### config.mk
export PLATFORM = sky130hd
export DESIGN_NAME = mac_lane_array
export DESIGN_NICKNAME = d
export VERILOG_FILES = /design/src/rtl/mac_lane_array.sv
export SDC_FILE = /design/constraint.sdc
export NUM_CORES = 2
export LEC_CHECK = 0
export BUFFER_PORTS_ARGS = -buffer_cell sky130_fd_sc_hd__buf_4
export CORE_MARGIN = 2
export CORE_UTILIZATION = 30
export CTS_CLUSTER_DIAMETER = 100
export CTS_CLUSTER_SIZE = 25
export DETAILED_ROUTE_END_ITERATION = 8
export HOLD_SLACK_MARGIN = 0.08
export PLACE_DENSITY = 0.45
export SYNTH_ARGS = -nofsm -noshare
export SYNTH_HDL_FRONTEND = slang
export SYNTH_SLANG_ARGS = --single-unit
### constraint.sdc
create_clock -name clk -period 8.6 [get_ports clk]
set_input_delay 1.72 -clock clk [delete_from_list [all_inputs] [get_ports clk]]
set_output_delay 1.72 -clock clk [all_outputs]
set_load 0.01 [all_outputs]
### src/rtl/mac_lane_array.sv
// Multi-lane fixed-point MAC neuron engine.
// LANES neurons share one activation stream; each lane keeps a guarded
// full-precision accumulator preloaded with a bias. Results are rounded half up
// and saturated back to Q(INT_BITS.FRC_BITS).
// Optional build macro: MAC_LANE_RELU_EN applies a ReLU after saturation.
module mac_lane_array #(
    parameter int unsigned INT_BITS   = 5,
    parameter int unsigned FRC_BITS   = 7,
    parameter int unsigned LANES      = 4,
    parameter int unsigned GUARD_BITS = 4,
    parameter int unsigned CNT_W      = 8
) (
    input  logic                              clk,
    input  logic                              rst,
    input  logic                              start,
    input  logic [CNT_W-1:0]                  n_inputs,
    input  logic [LANES*(INT_BITS+FRC_BITS)-1:0] bias,
    input  logic                              s_valid,
    output logic                              s_ready,
    input  logic [INT_BITS+FRC_BITS-1:0]      s_din,
    input  logic [LANES*(INT_BITS+FRC_BITS)-1:0] s_w,
    output logic                              m_valid,
    input  logic                              m_ready,
    output logic [LANES*(INT_BITS+FRC_BITS)-1:0] m_dout,
    output logic [LANES-1:0]                  m_ovf,
    output logic                              busy
);

    localparam int unsigned W     = INT_BITS + FRC_BITS;
    localparam int unsigned P     = 2 * W;
    localparam int unsigned ACC_W = P + GUARD_BITS;
    localparam int unsigned RW    = ACC_W + 1;
    localparam int unsigned SW    = RW - FRC_BITS;

    localparam logic signed [RW-1:0] HALF = RW'(1) << (FRC_BITS - 1);
    localparam logic signed [SW-1:0] SMAX = SW'((2 ** (W - 1)) - 1);
    localparam logic signed [SW-1:0] SMIN = ~SMAX;

    typedef enum logic [1:0] {IDLE, ACC, DRAIN, OUT} state_t;

    state_t                   state_q;
    logic                     s_ready_q;
    logic                     m_valid_q;
    logic                     busy_q;
    logic [LANES*W-1:0]       m_dout_q;
    logic [LANES-1:0]         m_ovf_q;
    logic [CNT_W-1:0]         cnt_q;
    logic [CNT_W-1:0]         n_q;
    logic                     prod_vld_q;
    logic signed [ACC_W-1:0]  acc_q  [LANES];
    logic signed [P-1:0]      prod_q [LANES];

    logic signed [ACC_W-1:0]  acc_bias_c [LANES];
    logic signed [ACC_W-1:0]  acc_add_c  [LANES];
    logic signed [ACC_W-1:0]  src_c      [LANES];
    logic signed [RW-1:0]     rnd_c      [LANES];
    logic signed [SW-1:0]     sh_c       [LANES];
    logic [LANES*W-1:0]       res_c;
    logic [LANES-1:0]         ovf_c;
    logic                     xfer_c;
    logic                     last_c;

    assign s_ready = s_ready_q;
    assign m_valid = m_valid_q;
    assign m_dout  = m_dout_q;
    assign m_ovf   = m_ovf_q;
    assign busy    = busy_q;

    assign xfer_c = s_valid && s_ready_q;
    assign last_c = (cnt_q == (n_q - CNT_W'(1)));

    // Bias preload, pending-product accumulation, then round/saturate per lane
    always_comb begin
        res_c = '0;
        ovf_c = '0;
        for (int k = 0; k < LANES; k++) begin
            acc_bias_c[k] = {{(ACC_W - W - FRC_BITS){bias[k*W + W - 1]}},
                             bias[k*W +: W], {FRC_BITS{1'b0}}};
            acc_add_c[k]  = prod_vld_q
                          ? acc_q[k] + {{GUARD_BITS{prod_q[k][P-1]}}, prod_q[k]}
                          : acc_q[k];
            src_c[k]      = (state_q == IDLE) ? acc_bias_c[k] : acc_add_c[k];
            rnd_c[k]      = {src_c[k][ACC_W-1], src_c[k]} + HALF;
            sh_c[k]       = SW'(rnd_c[k] >>> FRC_BITS);
            if (sh_c[k] > SMAX) begin
                res_c[k*W +: W] = {1'b0, {(W-1){1'b1}}};
                ovf_c[k]        = 1'b1;
            end else if (sh_c[k] < SMIN) begin
                res_c[k*W +: W] = {1'b1, {(W-1){1'b0}}};
                ovf_c[k]        = 1'b1;
            end else begin
                res_c[k*W +: W] = sh_c[k][W-1:0];
            end
`ifdef MAC_LANE_RELU_EN
            if (sh_c[k][SW-1]) begin
                res_c[k*W +: W] = '0;
                ovf_c[k]        = 1'b0;
            end
`endif
        end
    end

    // Control FSM, product pipeline, accumulators and registered outputs
    always_ff @(posedge clk) begin
        if (rst) begin
            state_q    <= IDLE;
            s_ready_q  <= 1'b0;
            m_valid_q  <= 1'b0;
            busy_q     <= 1'b0;
            m_dout_q   <= '0;
            m_ovf_q    <= '0;
            cnt_q      <= '0;
            n_q        <= '0;
            prod_vld_q <= 1'b0;
            for (int k = 0; k < LANES; k++) begin
                acc_q[k]  <= '0;
                prod_q[k] <= '0;
            end
        end else begin
            prod_vld_q <= xfer_c;
            if (xfer_c) begin
                for (int k = 0; k < LANES; k++) begin
                    prod_q[k] <= P'($signed(s_din)) * P'($signed(s_w[k*W +: W]));
                end
            end
            case (state_q)
                IDLE: begin
                    if (start) begin
                        for (int k = 0; k < LANES; k++) acc_q[k] <= acc_bias_c[k];
                        cnt_q  <= '0;
                        n_q    <= n_inputs;
                        busy_q <= 1'b1;
                        if (n_inputs != '0) begin
                            state_q   <= ACC;
                            s_ready_q <= 1'b1;
                        end else begin
                            state_q   <= OUT;
                            m_valid_q <= 1'b1;
                            m_dout_q  <= res_c;
                            m_ovf_q   <= ovf_c;
                        end
                    end
                end
                ACC: begin
                    for (int k = 0; k < LANES; k++) acc_q[k] <= acc_add_c[k];
                    if (xfer_c) begin
                        cnt_q <= cnt_q + CNT_W'(1);
                        if (last_c) begin
                            state_q   <= DRAIN;
                            s_ready_q <= 1'b0;
                        end
                    end
                end
                DRAIN: begin
                    for (int k = 0; k < LANES; k++) acc_q[k] <= acc_add_c[k];
                    state_q   <= OUT;
                    m_valid_q <= 1'b1;
                    m_dout_q  <= res_c;
                    m_ovf_q   <= ovf_c;
                end
                OUT: begin
                    if (m_ready) begin
                        state_q   <= IDLE;
                        m_valid_q <= 1'b0;
                        busy_q    <= 1'b0;
                    end
                end
                default: state_q <= IDLE;
            endcase
        end
    end

endmodule

==> Word level (Yosys, flattened, before mapping) <==
Memory sizes are Yosys's and may differ from the RTL's.
Index checks and enable logic that the tools add are counted.
Widths: inputs -> output; s select.
{ "classes": {"n_addsub": 10, "n_mul": 4, "n_lt_le_gt_ge": 8, "n_eq_ne": 10, "n_mux": 81, "n_bitwise": 16, "n_reduce_logical": 14} }
{ "ops": {"columns": ["cell", "count"], "rows": [
  ["$mux 28", 20],
  ["$add 28x8->29 const B", 4],
  ["$add 28x28->28", 4],
  ["$mul 12x12->24", 4],
  ["$mux 12", 8],
  ["$mux 24", 4],
  ["$mux 48", 2],
  ["$pmux 48 s2", 1],
  ["$gt 22x12->1 const B", 4],
  ["$lt 22x12->1 const B", 4],
  ["$mux 1", 31],
  ["$mux 8", 2],
  ["$or 1x1->1", 16],
  ["$pmux 8 s2", 1],
  ["$mux 2", 5],
  ["$ne 2x2->1 const B", 5],
  ["$reduce_and 3->1", 3],
  ["$add 8x1->8 const B", 1],
  ["$eq 8x8->1", 1],
  ["$mux 4", 2],
  ["$pmux 2 s4", 1],
  ["$pmux 4 s2", 1],
  ["$reduce_and 4->1", 2],
  ["$reduce_bool 8->1", 1],
  ["12 further kinds", 16]
]} }
{ "word_totals": {"regBits": 74, "mem_bits_rw": 208, "inputBits": 121, "wordCells": 154, "n_memories": 2} }
{ "memory_table": {"columns": ["memory", "words", "word_bits", "rd", "rd_clocked_by_memory_dff", "wr", "line_no", "text"], "rows": [
  ["acc_q", 4, 28, 4, 0, 4, "50", "logic signed [ACC_W-1:0] acc_q [LANES];"],
  ["prod_q", 4, 24, 4, 0, 4, "51", "logic signed [P-1:0] prod_q [LANES];"]
]} }

==> Depth between registers and ports, before layout <==
An unclocked memory read counts as a cell.
{ "depth": {"ltp_word": 11, "ltp_mapped": 27, "depth_no_buf": 25} }

==> Worst setup path before layout <==
OpenSTA, ideal clock, no wires.
{ "synth_timing": {"path_kind": "input to register", "from": "in s_din[7]", "to": "mem prod_q[2][23] (netlist bit), data pin", "setup_time_ns": 0.266, "arrival_ns": 7.282, "required_ns": 8.334, "slack_ns": 1.052, "cell_stages": 25, "path_buffers": 2, "path_cell_list": "clkbuf_1 clkbuf_1 nand2_1 fa_1 inv_1 ha_1 inv_1 fa_1 fa_1 fa_1 inv_1 ha_1 nor2b_1 o21ai_0 a21boi_0 o21ai_0 a21boi_0 o21ai_0 a21boi_0 o31a_1 o41ai_1 a21oi_1 o41ai_1 xnor2_1 nor2_1"} }
{ "synth_rtl": {"columns": ["element", "line_no", "text"], "rows": [
  ["start: declaration", "20", "input logic [INT_BITS+FRC_BITS-1:0] s_din,"],
  ["end: declaration", "51", null]
]} }

==> key figures <==
Clock tree
  • CTS root buf: clkbuf_16
  • Reg clk slew, reported paths: 0.10 ns
  • Cts hold-fix bufs: 0
  • Clock Path Buffers: 3
  • H-tree Lvls: 1
  • CTS tree: done
  • # Post-CTS Setup Buffers: 0
  • Number of gates resized after CTS: 0
  • Cts bufs inserted: 25
  • CTS Sinks: 282
  • Skew-Pair Late Insertion Delay: 0.61 ns

Synthesis
  • Mean post-synth cell area: 8.69 sq um
  • FFs w/ async S/R, synth: 0%
  • Synthesized Nets: 6091
  • Distinct cells, synth: 117
  • Multiplexer share of the synthesized area: 1.41%
  • Post-synthesis adder-cell area fraction: 34.2%
  • Xor and xnor fraction of the mapped netlist area: 4.00%
  • Largest cells by area after synthesis: fa_1, edfxtp_1, ha_1
  • Post-Synth Simple-Gate Area: 18.6%
  • Ys Warns: 0
  • Main combinational cell family by area after synthesis: adder cells
  • Mapped Area: 44300 sq um
  • Post-synthesis sequential element count: 282
  • Cell type with the largest total area after synthesis: fa_1
  • Post-synthesis compound-gate area fraction: 15.9%
  • Top-area cell type share of the netlist area: 25.1%
  • Top FF cell, synth: edfxtp_1
  • Post-synth EDFFs: 208
  • Seq/Total Area, Yosys: 17.5%
  • Mapped Cells: 5092

Layout
  • Commonest cells after routing, fill and taps aside: inv_1, nand2_1, fa_1
  • Finished Cell Area: 48300 sq um
  • Filler cells: 15300
  • FF/Latch Area: 7730 sq um
  • Multi-input gate area: 32900 sq um
  • Layout cells sized above 1: 7.31%
  • Layout Area Growth over Synthesis: 9.18%
  • Commonest non-fill, non-tap cell in the layout: inv_1
  • Final net count: 6086

Critical path
  • WP data arrival: 7.85 ns
  • Endpoint type of the worst setup path: register
  • CP Launch Point: s_din[7]
  • Reg2Reg Depth: 15
  • Max FO, Critical Path: 18
  • Reg-to-Reg Start: prod_vld_q$_SDFF_PP0_
  • Max incr delay on CP: 0.55 ns
  • CP Cell Sequence: buf_4 -> nand2_1 -> fa_1 -> inv_1 -> ha_1 -> inv_1 -> fa_1 -> fa_1 -> fa_1 -> inv_1 -> ha_1 -> nor2b_1 -> o21ai_0 -> a21boi_0 -> o21ai_0 -> a21boi_0 -> o21ai_0 -> a21boi_0 -> o31a_1 -> o41ai_1 -> a21oi_1 -> o41ai_1 -> xnor2_1 -> nor2_1
  • Slowest stage cell, crit path: fa_1
  • Worst setup SP type: primary input
  • Worst setup path class: in2reg
  • FF-to-FF End: m_dout[20]$_SDFFE_PP0P_
  • Required time of the critical path: 8.93 ns
  • R2r setup slk: 2.52 ns
  • Crit path top cell by count: fa_1

STA
  • Fin crit period: 7.52 ns
  • Setup violations, final: 0
  • Post-Route Setup TNS: 0 ns
  • Relative slew slack: 20.4%
  • Period utilization: 87.4%
  • Measured slew at the worst slew-check pin: 1.18 ns
  • Final-report hold violation count: 0
  • RSZ-0062 raised after global routing: no
  • Fmax: 133 MHz
  • Slew Viols, Final: 0
  • Clock Skews: 0.0247 ns
  • Min Hold Slack: 0.465 ns

Routing
  • DRT iter0 DRCs: 2365
  • Antenna-violating nets left: 0
  • Final WL: 140 mm
  • Post-DR wirelength/cell: 19.9 um
  • Vias per cell: 5.08
  • Pre-antenna DRT Iters: 6
  • DR vias: 35700
  • Residual DRC count: 0

Die
  • CORE AREA: 146000 sq um
  • Die Wd: 388 um
  • # rows: 140
  • I/O pin cnt: 176
  • Die Ht: 388 um
  • Starting Density: 30.3%
  • Die Area: 151000 sq um

Hold path
  • Hold Crit Depth: 2
  • Worst Min Path Start: m_dout[11]$_SDFFE_PP0P_
  • Hold crit path type: reg2reg
  • Hold path endpoint: m_dout[11]$_SDFFE_PP0P_

Place
  • Port Buffer Count: 175
  • Placed Area: 47400 sq um
  • Placer congestion estimate: 0.881
  • DP HPWL: 111 mm

Power
  • PD cells: 366 nW/um^2
  • Static leakage power: 0.0212 uW
  • Worst IR drop on VDD: 0.000257 V

Global route
  • Vias in the first global route: 36100
  • Largest net degree at the start of global routing: 64
  • Tot GR Track Use: 18.3%
  • GRT overflow: 0
  • Initial antenna violation count: 19
  • First-pass GRT wire length: 218 mm

Flow run
  • Maximum Capacitance Violations: 0

Run status
  • Status: finished, final reports clean
-- routing by layer --
| layer | track usage, % | vias to the layer above | share of wire [%] |
|---|---|---|---|
| li1 | - | 17100 | - |
| met1 | 28.1 | 17600 | 51 |
| met4 | 3.33 | 24 | 1.7 |
| met2 | 27.2 | 750 | 42 |
| met5 | 0 | - | 0.11 |
| met3 | 2.70 | 129 | 5.5 |
-- registers in the layout (all words and copies together), names as in the netlist --
name        count
m_dout         48
busy            1
prod_q         96
cnt_q           8
acc_q         112
n_q             8
s_ready         1
prod_vld_q      1
m_ovf           4
state_q         2
m_valid         1
-- Yosys cell counts, types with 44 or more instances --
cell and count:
inv_1 707, nand2_1 589, fa_1 556, ha_1 322, nor2_1 298, and2_1 253
o21ai_0 243, a21oi_1 240, clkbuf_1 218, edfxtp_1 208, xnor2_1 136, nor3_1 88
nand3_1 78, nand2b_1 76, a21o_1 75, dfxtp_1 74, xor2_1 66, mux2i_1 49
o21a_1 45, or3_1 44
-- power by group --
part / switching, uW / internal [uW]
registers: 427 / 2050
clock network: 686 / 609
logic: 8270 / 5660
total: 9380 / 8310
-- critical path, delay by kind of cell --
kind,cells,cell delay (ns)
AOI/OAI and AO/OA,10,2.61
adders and majority gates,6,2.58
buffers and inverters,4,0.42
and+or+nand+nor,3,0.33
xor gates and xnor gates,1,0.17
-- final cells by class --
| type | instances | share of cell area (%) |
|---|---|---|
| diodes | 2 | 0.0104 |
| clock buffers | 26 | 1.30 |
| clock inverters | 19 | 0.562 |
| inverters | 709 | 5.51 |
| multi-input cells | 3839 | 68.1 |
| flip-flops and latches | 282 | 16.0 |
| well taps | 1917 | 4.96 |
| repair buffers | 230 | 3.60 |
-- metrics by stage --
step | total power (uW) | std cells | utilization [%] | setup WS [ns]
after detailed placement | 16400 | 6977 | 32.5 | 0.542
after global placement | 16400 | 6977 | 32.5 | 0.522
after CTS | 17800 | 7022 | 33.1 | 1.16
after floorplan | 12600 | 5092 | - | 1.05
after global routing | 19700 | 7023 | 33.1 | 0.597
final | 17700 | 7024 | 33.1 | 1.08
-- cells by family (layout without fill, tap and decap cells) --
family | Yosys count | in the layout
simple gates | 1668 | 1668
compound gates | 1030 | 1030
buf+inv | 971 | 984
fa+ha+maj | 878 | 878
flops | 282 | 282
xor+xnor | 202 | 202
mux | 61 | 61
other cells | 0 | 2
-- worst max path at each step --
stage	end	cells past startpoint
finish	prod_q[2][23]$_SDFFCE_PN0P_	24
global route	prod_q[2][23]$_SDFFCE_PN0P_	24
CTS	prod_q[2][23]$_SDFFCE_PN0P_	24
detailed placement	prod_q[2][23]$_SDFFCE_PN0P_	24
global placement	prod_q[2][23]$_SDFFCE_PN0P_	24
floorplan	prod_q[2][23]$_SDFFCE_PN0P_	25
(Power assumes the default switching activity.)
